===== src/rtl/pipeline_stage_reg.sv =====
// Inter-stage pipeline register with a registered-ready 2-entry skid buffer,
// flush-to-NOP, a free-running sideband and a saturating bubble counter.
module pipeline_stage_reg #(
   parameter int                 DATA_W    = 96,
   parameter logic [DATA_W-1:0]  NOP_VALUE = '0,
   parameter int                 SIDE_W    = 1,
   parameter logic [SIDE_W-1:0]  SIDE_RST  = SIDE_W'(1),
   parameter int                 CNT_W     = 16
) (
   input  logic              clk,
   input  logic              rst,
   input  logic              in_valid,
   output logic              in_ready,
   input  logic [DATA_W-1:0] in_data,
   output logic              out_valid,
   input  logic              out_ready,
   output logic [DATA_W-1:0] out_data,
   input  logic              flush,
   input  logic [SIDE_W-1:0] side_in,
   output logic [SIDE_W-1:0] side_out,
   output logic [CNT_W-1:0]  bubble_cnt,
   input  logic              bubble_clr
);

   typedef enum logic [1:0] {EMPTY, MAIN, SKID} state_t;

   state_t              state_q, state_d;
   logic [DATA_W-1:0]   main_q, main_d;
   logic [DATA_W-1:0]   skid_q, skid_d;
   logic                in_ready_q, in_ready_d;
   logic                out_valid_q, out_valid_d;
   logic [SIDE_W-1:0]   side_q, side_d;
   logic [CNT_W-1:0]    cnt_q, cnt_d;

   // main always holds NOP_VALUE when empty, so out_data needs no output mux
   always_comb begin
      state_d = state_q;
      main_d  = main_q;
      skid_d  = skid_q;
      side_d  = side_in;
      cnt_d   = cnt_q;

      if (flush) begin
         state_d = EMPTY;
         main_d  = NOP_VALUE;
         skid_d  = NOP_VALUE;
      end else begin
         case (state_q)
            EMPTY: begin
               if (in_valid) begin
                  main_d  = in_data;
                  state_d = MAIN;
               end
            end
            MAIN: begin
               if (out_ready) begin
                  if (in_valid) begin
                     main_d = in_data;
                  end else begin
                     main_d  = NOP_VALUE;
                     state_d = EMPTY;
                  end
               end else if (in_valid) begin
                  skid_d  = in_data;
                  state_d = SKID;
               end
            end
            SKID: begin
               if (out_ready) begin
                  main_d  = skid_q;
                  skid_d  = NOP_VALUE;
                  state_d = MAIN;
               end
            end
            default: begin
               state_d = EMPTY;
               main_d  = NOP_VALUE;
               skid_d  = NOP_VALUE;
            end
         endcase
      end

      out_valid_d = (state_d != EMPTY);
      in_ready_d  = (state_d != SKID);

      // Clear wins over a same-cycle increment; the count sticks at all-ones
      if (bubble_clr) begin
         cnt_d = '0;
      end else if (!out_valid_q && out_ready && (cnt_q != {CNT_W{1'b1}})) begin
         cnt_d = cnt_q + CNT_W'(1);
      end
   end

   always_ff @(posedge clk) begin
      if (rst) begin
         state_q     <= EMPTY;
         main_q      <= NOP_VALUE;
         skid_q      <= NOP_VALUE;
         in_ready_q  <= 1'b1;
         out_valid_q <= 1'b0;
         side_q      <= SIDE_RST;
         cnt_q       <= '0;
      end else begin
         state_q     <= state_d;
         main_q      <= main_d;
         skid_q      <= skid_d;
         in_ready_q  <= in_ready_d;
         out_valid_q <= out_valid_d;
         side_q      <= side_d;
         cnt_q       <= cnt_d;
      end
   end

   assign in_ready   = in_ready_q;
   assign out_valid  = out_valid_q;
   assign out_data   = main_q;
   assign side_out   = side_q;
   assign bubble_cnt = cnt_q;

endmodule


===== config.mk =====
export PLATFORM = sky130hd
export DESIGN_NAME = pipeline_stage_reg
export DESIGN_NICKNAME = d
export VERILOG_FILES = /design/src/rtl/pipeline_stage_reg.sv
export SDC_FILE = /design/constraint.sdc
export NUM_CORES = 1
export LEC_CHECK = 0
export CAP_MARGIN = 20
export CORE_ASPECT_RATIO = 1.5
export CORE_MARGIN = 2
export CORE_UTILIZATION = 30
export DETAILED_ROUTE_END_ITERATION = 10
export HOLD_SLACK_MARGIN = 0.06
export PLACE_DENSITY_LB_ADDON = 0.2
export SYNTH_ARGS = -nofsm -noshare
export SYNTH_HDL_FRONTEND = slang
export SYNTH_SLANG_ARGS = --single-unit

===== constraint.sdc =====
create_clock -name clk -period 1.99 [get_ports clk]
set_input_delay 0.398 -clock clk [delete_from_list [all_inputs] [get_ports clk]]
set_output_delay 0.398 -clock clk [all_outputs]
set_load 0.01 [all_outputs]

==> reports/metrics.yaml <==
clocking:
  postCtsSetupRepairBufs: 0
  holdBufCountCts: 0
  clockRootBuffer: "clkbuf_16"
  cts_resized: 1
  clkTransAtPathRegs_ns: 0.06
  cts_tree: "built"
  cts.sinks: 213
  htreeDepth: 1
  cts_buffers: 23
  clock_latency_ns: 0.52
  clockBufferDepth: 3
floorplanning:
  pin_count: 218
  die_area_um2: 31100
  rows: 77
  die_h_um: 215
  core-area_um2: 29300
  die_w_um: 145
  start_util: 0.304
yosys:
  synth.area.top_cells: "dfxtp_1 (48%), a21oi_1 (6.1%), nand3_1 (5.9%), o32ai_1 (5.5%), inv_1 (4.9%)"
  yosysTopAreaCellShare: 0.479
  synth_edf_count: 0
  synth_flop_cell: "dfxtp_1"
  netlist_instances: 1078
  synth-seq-cells: 213
  ys_types: 41
  synth_top_area_cell: "dfxtp_1"
  syn-cell-area_um2: 8890
  synthArstFlopShare: 0
  ys_seq_area_frac: 0.479
  syn_avg_cell_area_um2: 8.25
  yosys_warnings: 0
  synth_nets: 1182
cells_and_area:
  syn_to_final_growth_pct: 43.4
  multiInputGateArea_um2: 3760
  drive_gt1_frac: 0.0974
  nNetsFinal: 1393
  seq_area_um2: 4270
  antennaDiodeCount: 0
  fin_util: 0.435
  fillers: 2914
critical_path:
  reg2reg_depth: 4
  crit_type: "flip-flop to output pin"
  r2r_slack_ns: 0.18
  critPathLaunch: "bubble_cnt[4]"
  start_kind: "flip-flop"
  critPathMaxFanout: 6
  cp.required_ns: 1.59
  worst_ep_arrival_time_ns: 1.53
  r2r_end: "skid_q[58]"
  crit_end: "bubble_cnt[4]"
  r2r_start: "state_q[0]"
  cp-end-kind: "output pin"
pwr:
  ir_drop_mv: 0.492
  p_per_area_nw_per_um2: 777
  power_leakage_nw: 4.38
  p_total_mw: 9.91
sta:
  worst_clock_skew_ns: 0.00893
  worstMarginPinSlew_ns: 0.650
  rsz0062_at_grt: "false"
  fin_crit_sh: 0.969
  setup_viol: 0
  hold_viol: 0
  postLayoutSetupSlackWorst_ns: 0.0622
  slew_headroom: 0.567
  period_minus_slack_ns: 1.93
  fin_hold_ws_ns: 0.445
  clock.fmax_mhz: 519
  slew_violations: 0
drt:
  via_per_inst: 5.08
  drt_iter0_drc: 538
  routed_wl_mm: 29.9
  drc_errors: 0
  antenna_left: 0
  wl_per_cell_um: 17.6
  firstDrtPassIters: 8
  via_count: 8627
status:
  status: "finished, final reports clean"
global_routing:
  gr-total-overflow: 0
  grt_pass1_vias: 8363
  antenna_found_initial: 1
  grt_start_max_net_pins: 53
  gr-usage-all-layers: 0.188
  grt_pass1_wl_mm: 46.8
place:
  dp_slack_ns: -0.211
  gp_congestion: 0.844
  dpl.hpwl_mm: 19.8
  port_buffers: 217
min_path:
  hold_path.class: "input pin to flip-flop"
flow_run:
  drv_cap: 0
[cells in the final DEF (no fill, tap or decap), drive strengths merged, types with 2 or more instances in the layout]
| master | n |
|---|---|
| a2111o | 6 |
| a211oi | 4 |
| a21oi | 109 |
| a222oi | 40 |
| a22oi | 56 |
| and3 | 3 |
| and4 | 3 |
| and4b | 2 |
| buf | 75 |
| bufinv | 2 |
| clkbuf | 33 |
| clkdlybuf4s50 | 217 |
| clkinv | 3 |
| dfxtp | 213 |
| inv | 118 |
| mux2i | 4 |
| nand2 | 112 |
| nand2b | 2 |
| nand3 | 104 |
| nand4 | 3 |
| nor2 | 100 |
| nor2b | 5 |
| o21ai | 7 |
| o31ai | 4 |
| o32ai | 56 |
| or2 | 3 |
| or3 | 2 |
| or4 | 4 |
[cells by family after synthesis]
group                      after synthesis  share of synthesized area
DFF                                    213                      0.479
adders and majority gates                1                    0.00141
xor gates and xnor gates                 1                   0.000985
buffers and inverters                  223                      0.108
muxes                                    4                    0.00450
and+or+nand+nor                        346                      0.171
AOI/OAI and AO/OA                      290                      0.234
[routing by layer]
metal	vias up	global-route usage	share of wire	wire (µm)
li1	4220	-	-	-
met1	4110	0.233	0.41	12400
met2	240	0.329	0.50	15100
met3	55	0.0279	0.049	1470
met4	2	0.0676	0.032	961
met5	-	0	0.00043	13
[per-stage QoR]
step	setup TNS, ns	instance area, µm²	cells
finish	0	12800	1699
global route	0	12800	1699
CTS	0	12700	1699
detailed placement	-23.94	12000	1659
global placement	-18.73	12000	1659
floorplan	0	8890	1078
[worst min-delay path by stage]
stage	from	endpoint	slack [ns]	cells after the start
6_report	side_in	side_out	0.45	2
5_1_grt	side_in	side_out	0.45	2
4_1_cts	side_in	side_out	0.43	2
3_5_place_dp	skid_q[36]	skid_q[36]	0.44	2
3_3_place_gp	skid_q[72]	skid_q[72]	0.44	2
2_1_floorplan	skid_q[10]	skid_q[10]	0.43	2
[where the power goes]
group	switching [mW]	internal [mW]
clock network	1.77	2.54
registers	0.0523	4.34
logic	0.598	0.612
total	2.42	7.49
[worst max-delay path, stage by stage, from the launching register on]
cell and delay (ns):
dfxtp_1 0.33, buf_4 0.15, clkdlybuf4s50_1 0.54
[registers in the layout, indices dropped and copies added (netlist names)]
| register | count |
|---|---|
| bubble_cnt | 16 |
| state_q | 2 |
| out_data | 96 |
| skid_q | 96 |
| side_out | 1 |
| in_ready | 1 |
| out_valid | 1 |
[area by class of cell]
class,count,area share
Sequential cell,213,0.335
Multi-Input combinational cell,642,0.295
Timing Repair Buffer,292,0.239
Clock buffer,33,0.0512
Tap cell,395,0.0388
Inverter,117,0.0344
Clock inverter,7,0.00716
[synthesized netlist by cell type (2+ instances only)]
cell type    n
buf_1        9
nand4_1      3
nand2_1    112
a211oi_1     4
a2111o_1     6
inv_1      117
a21oi_1    109
nand2b_1     2
or4_1        4
and3_1       3
and4_1       3
a222oi_1    40
a22oi_1     56
and4b_1      2
dfxtp_1    213
buf_6       11
nand3_1    104
buf_2       29
o31ai_1      4
nor2b_1      5
or3_1        2
o32ai_1     56
clkbuf_1    56
nor2_1     100
o21ai_0      7
or2_2        3
mux2i_1      4
(Power assumes the default switching activity.)
